File: config.mk
export PLATFORM = sky130hd
export DESIGN_NAME = ddram_rom_arbiter
export DESIGN_NICKNAME = d
export VERILOG_FILES = /design/src/rtl/ddram_rom_arbiter.sv
export SDC_FILE = /design/constraint.sdc
export NUM_CORES = 1
export LEC_CHECK = 0
export ABC_AREA = 1
export CORE_MARGIN = 3
export CORE_UTILIZATION = 50
export CTS_CLUSTER_DIAMETER = 150
export CTS_CLUSTER_SIZE = 10
export DETAILED_ROUTE_END_ITERATION = 12
export PLACE_DENSITY_LB_ADDON = 0.15
export SYNTH_ARGS = -nofsm -noshare
export SYNTH_HDL_FRONTEND = slang
export SYNTH_SLANG_ARGS = --single-unit
File: constraint.sdc
create_clock -name clk_sys -period 8.8 [get_ports clk_sys]
set_input_delay 1.76 -clock clk_sys [delete_from_list [all_inputs] [get_ports clk_sys]]
set_output_delay 1.76 -clock clk_sys [all_outputs]
set_load 0.05 [all_outputs]
File: src/rtl/ddram_rom_arbiter.sv
// ddram_rom_arbiter: owns the DDRAM Avalon port and shares it between the
// ROM loader write path and the core ROM fetch path, with a one-word cache.

module ddram_rom_arbiter #(
    parameter logic [28:0] BASE_ADDR = 29'h0600000,
    parameter bit          CACHE_EN  = 1'b1
) (
    input  logic        clk_sys,
    input  logic        reset_n,
    input  logic [24:0] wraddr,
    input  logic [15:0] din,
    input  logic        we_req,
    output logic        we_ack,
    input  logic [24:0] rdaddr,
    output logic [63:0] dout,
    input  logic        rd_req,
    output logic        rd_ack,
    input  logic        DDRAM_BUSY,
    output logic [7:0]  DDRAM_BURSTCNT,
    output logic [28:0] DDRAM_ADDR,
    output logic        DDRAM_RD,
    output logic        DDRAM_WE,
    output logic [63:0] DDRAM_DIN,
    output logic [7:0]  DDRAM_BE,
    input  logic [63:0] DDRAM_DOUT,
    input  logic        DDRAM_DOUT_READY
);

    typedef enum logic [1:0] {
        IDLE,
        WR_ISSUE,
        RD_ISSUE,
        RD_WAIT
    } state_t;

    state_t      state;
    state_t      state_nxt;
    logic        wr_pend;
    logic        rd_pend;
    logic        hit;
    logic        rd_accept;
    logic        rd_done;
    logic        drain;
    logic        cache_valid;
    logic [21:0] cache_tag;
    logic [63:0] cache_data;
    logic [21:0] lat_word;
    logic        unused_bits;

    assign wr_pend     = we_req ^ we_ack;
    assign rd_pend     = rd_req ^ rd_ack;
    assign hit         = CACHE_EN && cache_valid
                         && (cache_tag == rdaddr[24:3]);
    assign rd_accept   = (state == RD_ISSUE) && !DDRAM_BUSY;
    assign rd_done     = DDRAM_DOUT_READY
                         && (rd_accept || state == RD_WAIT);
    assign unused_bits = ^{wraddr[0], rdaddr[2:0]};

    // State register.
    always_ff @(posedge clk_sys) begin
        if (!reset_n) begin
            state <= IDLE;
        end else begin
            state <= state_nxt;
        end
    end

    // Next-state: writes win, cache hits stay in IDLE, drain blocks all.
    always_comb begin
        state_nxt = state;
        unique case (state)
            IDLE: begin
                if (drain) begin
                    state_nxt = IDLE;
                end else if (wr_pend) begin
                    state_nxt = WR_ISSUE;
                end else if (rd_pend && !hit) begin
                    state_nxt = RD_ISSUE;
                end
            end
            WR_ISSUE: begin
                if (!DDRAM_BUSY) begin
                    state_nxt = IDLE;
                end
            end
            RD_ISSUE: begin
                if (!DDRAM_BUSY) begin
                    state_nxt = DDRAM_DOUT_READY ? IDLE : RD_WAIT;
                end
            end
            RD_WAIT: begin
                if (DDRAM_DOUT_READY) begin
                    state_nxt = IDLE;
                end
            end
        endcase
    end

    // Command strobes decode straight from the registered state.
    always_comb begin
        DDRAM_WE       = (state == WR_ISSUE);
        DDRAM_RD       = (state == RD_ISSUE);
        DDRAM_BURSTCNT = 8'd1;
    end

    // Drain survives reset so a read left in flight gets swallowed.
    always_ff @(posedge clk_sys) begin
        if (DDRAM_DOUT_READY) begin
            drain <= 1'b0;
        end else if (rd_accept) begin
            drain <= 1'b1;
        end
    end

    // Request latching, acks, read data and cache maintenance.
    always_ff @(posedge clk_sys) begin
        if (!reset_n) begin
            we_ack      <= 1'b0;
            rd_ack      <= 1'b0;
            dout        <= '0;
            DDRAM_ADDR  <= '0;
            DDRAM_DIN   <= '0;
            DDRAM_BE    <= '0;
            cache_valid <= 1'b0;
        end else begin
            unique case (state)
                IDLE: begin
                    if (!drain && wr_pend) begin
                        lat_word   <= wraddr[24:3];
                        DDRAM_ADDR <= BASE_ADDR + {7'd0, wraddr[24:3]};
                        DDRAM_DIN  <= {4{din}};
                        DDRAM_BE   <= 8'b11 << {wraddr[2:1], 1'b0};
                    end else if (!drain && rd_pend) begin
                        if (hit) begin
                            dout   <= cache_data;
                            rd_ack <= ~rd_ack;
                        end else begin
                            lat_word   <= rdaddr[24:3];
                            DDRAM_ADDR <= BASE_ADDR + {7'd0, rdaddr[24:3]};
                        end
                    end
                end
                WR_ISSUE: begin
                    if (!DDRAM_BUSY) begin
                        we_ack <= ~we_ack;
                        if (cache_tag == lat_word) begin
                            cache_valid <= 1'b0;
                        end
                    end
                end
                RD_ISSUE, RD_WAIT: begin
                    if (rd_done) begin
                        dout        <= DDRAM_DOUT;
                        cache_data  <= DDRAM_DOUT;
                        cache_tag   <= lat_word;
                        cache_valid <= 1'b1;
                        rd_ack      <= ~rd_ack;
                    end
                end
            endcase
        end
    end

endmodule

# Word level (Yosys, flattened, before mapping)
# Index checks and enable logic that the tools add are counted.
dict set report op_classes {
  add_sub_neg 2
  n_eq_ne 15
  n_shift 1
  n_mux 28
  bitwise 5
  reduce_logical 23
}
# cell n
set ops {}
lappend ops {{$mux W64} 4}
lappend ops {{$pmux W64 S2} 1}
lappend ops {{$mux W29} 3}
lappend ops {{$mux W22} 3}
lappend ops {{$add A23 B22 Y24 const A} 2}
lappend ops {{$eq A22 B22 Y1} 2}
lappend ops {{$mux W2} 7}
lappend ops {{$ne A2 B2 Y1 const B} 7}
lappend ops {{$reduce_and A4 Y1} 3}
lappend ops {{$pmux W2 S4} 1}
lappend ops {{$shl A2 B3 Y8 const A} 1}
lappend ops {{$mux W1} 7}
lappend ops {{$logic_and A1 B1 Y1} 6}
lappend ops {{$reduce_and A3 Y1} 2}
lappend ops {{$reduce_bool A2 Y1} 3}
lappend ops {{$reduce_and A5 Y1} 1}
lappend ops {{$eq A2 B2 Y1 const B} 2}
lappend ops {{$ne A2 B1 Y1 const B} 2}
lappend ops {{$ne A4 B4 Y1 const B} 1}
lappend ops {{$pmux W1 S2} 2}
lappend ops {{$reduce_and A2 Y1} 2}
lappend ops {{$logic_not A1 Y1} 3}
lappend ops {{$not A1 Y1} 3}
lappend ops {{$eq A2 B1 Y1 const B} 1}
lappend ops {{other kinds (4)} 5}
dict set report word_totals {
  ff_bits 279
  inputBits 136
  out_inout_bits 177
}

# Logic depth before layout (Yosys ltp)
dict set report logic_depth {
  depth_word 8
  ltp_mapped 12
}

# Worst setup path before layout
# OpenSTA, ideal clock, no wires.
dict set report synth_timing {
  kind {input-to-reg}
  from {in DDRAM_BUSY}
  to {reg cache_data[0] (enable)}
  arrival_ns 5.738
  required_ns 8.267
  setup_slack_ns 2.529
  stages 5
  cell_sequence {inv_1 nand2_1 a21oi_2 inv_1 nor2_1}
}
dict set report synth_between {
  elab_chain_cells 5
}
# item line_no
set synth_rtl {}
lappend synth_rtl {{start, declared} 18} ;# input logic DDRAM_BUSY,
lappend synth_rtl {{$logic_not A1 Y1} -}
lappend synth_rtl {{$logic_and A1 B1 Y1} 54} ;# assign rd_accept = (state == RD_ISSUE) && !DDRAM_BUSY;
lappend synth_rtl {{$logic_or A1 B1 Y1} 56} ;# && (rd_accept || state == RD_WAIT);
lappend synth_rtl {{$logic_and A1 B1 Y1} 56}
lappend synth_rtl {{$reduce_and A3 Y1 (no source line)} -}
lappend synth_rtl {{end signal, assigned} 154} ;# cache_data <= DDRAM_DOUT;
lappend synth_rtl {{end, declared} 46} ;# logic [63:0] cache_data;
# Every way passes these cells.
# A chain may end at the register's enable or synchronous reset.

# Final worst setup path
dict set report layout_timing {
  from {reg state[1]}
  to {out DDRAM_RD}
}
dict set report layout_between {
  elab_chain_cells 1
}
# item line_no
set layout_rtl {}
lappend layout_rtl {{start, declared} 36} ;# state_t state;
lappend layout_rtl {{start signal, assigned} 64} ;# state <= state_nxt;
lappend layout_rtl {{$eq A2 B2 Y1} 102} ;# DDRAM_RD = (state == RD_ISSUE);
lappend layout_rtl {{end, declared} 21} ;# output logic DDRAM_RD,
# Every way passes these cells.

==> qor.yml <==
status:
  run_status: "finished, final reports clean"
drt:
  drt-total-wl_um: 27700
  drt-initial-drc-count: 601
  firstDrtPassIters: 5
  drc: 0
  postRouteAntennaNets: 0
  viasPerCell: 5.05
  wire_per_inst_um: 16.5
  vias: 8511
synth:
  synthDominantCellAreaShare_pct: 32.9
  postSynthCellCount: 1187
  yosysSeqAreaShare_pct: 55.9
  ys_seq_elements: 221
  netlist_top_cells_area: "edfxtp_1 33%, dfxtp_1 23%, nand2_1 16%"
  ys_types: 28
  syn_area_per_cell_sq_um: 8.30
  yosysWarnings: 0
  synth_area_sq_mm: 0.00985
  yosysTopAreaCell: "edfxtp_1"
timing:
  max_freq_mhz: 213
  fin_setup_tns_ps: 0
  period_needed_ps: 4690
  slew_violations: 0
  hold_viol: 0
  finalSetupViolations: 0
  tightest_slew_ps: 1130
  rsz0062_at_grt: "no"
  finClkSkew_ps: 16.1
  relSlewSlack_pct: 24.6
  fin_crit_sh_pct: 53.2
setup_path:
  worst-path-buf-inv: 4
  cp-end-kind: "output port"
  path_delay_family: "buffers and inverters"
  cp_max_fo: 68
  worstSetupPathType: "reg -> out"
  crit_chain: "buf_4 -> inv_2 -> buf_4 -> nor2_4 -> clkdlybuf4s50_1"
  cp-start-kind: "flip-flop"
  cpPeakStageDelay_ps: 880
  worst_path_max_delay_cell: "clkdlybuf4s50_1"
  crit_top_cell: "buf_4"
  required_ps: 7040
  arrival_ps: 2930
finish:
  final_cell_mix: "425 x nand2_1, 295 x clkdlybuf4s50_1, 112 x dfxtp_1, 108 x edfxtp_1, 102 x nand3_1"
  layout_commonest_cell: "nand2_1"
  fin_util_pct: 69.7
  nets: 1540
  drive_gt1_share_pct: 3.79
  area_growth_pct: 34.5
  num-fill-cells: 1594
  layout.cells.non_filler: 1686
  final_cell_area_sq_mm: 0.0133
grt:
  grtUsageTotal_pct: 25.0
  grt_max_degree: 94
  gr-total-overflow: 0
  grt_pass1_wl_um: 43600
  antenna_found_initial: 3
  grt_pass1_vias: 8141
floorplan:
  design.core.area_sq_mm: 0.0190
  start_util_pct: 51.8
  dieArea_sq_mm: 0.0214
  row_count: 50
  pin_count: 313
  die_w_um: 146
  die_h_um: 146
clock_tree:
  cts.sink_count: 221
  hold_buffers: 0
  clkLatencyLatePin_ps: 510
  cts_made_buffers: 26
  cts_resized: 0
  cts_tree: "built"
  max-clock-path-buffers: 3
  path_clk_slew_ps: 50
  cts_setup_buffers: 0
  cts_root_buffer: "clkbuf_16"
  cts-htree-levels: 1
placed_design:
  dp_cells: 1636
  gp_congestion: 0.921
  portBuffers: 295
  hpwlAfterDp_um: 18400
  place_area_sq_mm: 0.0125
worst_hold_path:
  hold_class: "reg -> reg"
power:
  p_leak_nw: 5.26
  p_per_area_mw_per_mm2: 346
  peakVddDrop_mv: 0.240
flow_run:
  max-cap-violations: 0
## layer usage
metal / track usage (%) / part of all wire [%]
met5: 0 / 0.047
met4: 7.48 / 2.7
met3: 6.98 / 9.0
met2: 41.1 / 47
met1: 32.5 / 41
## Yosys cell counts
cell type,instances
o22ai_1,4
a21oi_1,95
conb_1,2
o21a_1,1
inv_1,58
nand2_1,427
dfxtp_1,113
o21ai_0,47
nor2_4,1
or2_1,1
or2_2,2
buf_1,2
inv_2,5
nand3_1,102
a22o_1,2
clkinv_1,1
xor2_1,3
nor2_1,74
a21oi_2,1
nor2_2,2
clkbuf_1,38
nand4_1,3
xnor2_1,7
edfxtp_1,108
nor4_1,2
buf_2,14
buf_6,4
buf_4,68
## flip-flops by register name (all words and copies together) (netlist names)
signal and flops:
lat_word 22, DDRAM_ADDR 23, we_ack 1, DDRAM_BE 4, state 2, cache_data 64, rd_ack 1, drain 1
cache_tag 22, dout 64, cache_valid 1, DDRAM_DIN 16
## final timing paths
| check | from | to | slack, ps | cells after the start |
|---|---|---|---|---|
| worst max-delay path | state[1] | DDRAM_RD | 4110 | 5 |
| worst min-delay path | dout[62] | dout[62] | 460 | 2 |
| worst max register to register | state[1] | cache_data[7] | 4930 | 9 |
| worst min register to register | dout[62] | dout[62] | 460 | 2 |
## logic make-up (layout without fill, tap and decap cells)
| kind of cell | Yosys count | in the layout | share of synthesized area (%) |
|---|---|---|---|
| AOI/OAI and AO/OA | 150 | 150 | 7.81 |
| and+or+nand+nor | 614 | 614 | 25.0 |
| DFF | 221 | 221 | 55.9 |
| other | 2 | 15 | 0.0762 |
| xor gates and xnor gates | 10 | 10 | 0.889 |
| buffers and inverters | 190 | 416 | 10.3 |
## tightest hold or removal path, delay by kind of cell (launching register included)
family             cells  cell delay [ps]
AOI/OAI and AO/OA      1               50
DFF                    1              300
and+or+nand+nor        1               60
## where the power goes
part           leakage [nW]  total [mW]  internal, mW  switching, mW
registers              1.91        1.43          1.30          0.129
clock network         0.361       0.966         0.571          0.394
logic                  2.99        2.18         0.629           1.56
total                  5.26        4.58          2.50           2.08
## metrics by stage
| stage | setup slack (ps) | total power [mW] | hold WS [ps] |
|---|---|---|---|
| 2_1_floorplan | 2530 | 3.04 | 445 |
| 3_3_place_gp | 3650 | 3.62 | 447 |
| 3_5_place_dp | 3670 | 3.64 | 452 |
| 4_1_cts | 4060 | 4.62 | 460 |
| 5_1_grt | 3900 | 4.82 | 471 |
| 6_report | 4110 | 4.58 | 458 |
## area by class of cell
type                    instances  area (sq um)  share of cell area [%]
flip-flops and latches        221          5510                    41.6
multi-input cells             787          3390                    25.6
repair buffers                304          3020                    22.8
clock buffers                  47           751                    5.67
well taps                     260           325                    2.46
inverters                      64           241                    1.82
clock inverters                 1          8.76                  0.0661
diodes                          2          5.00                  0.0378
(Power assumes the default switching activity.)
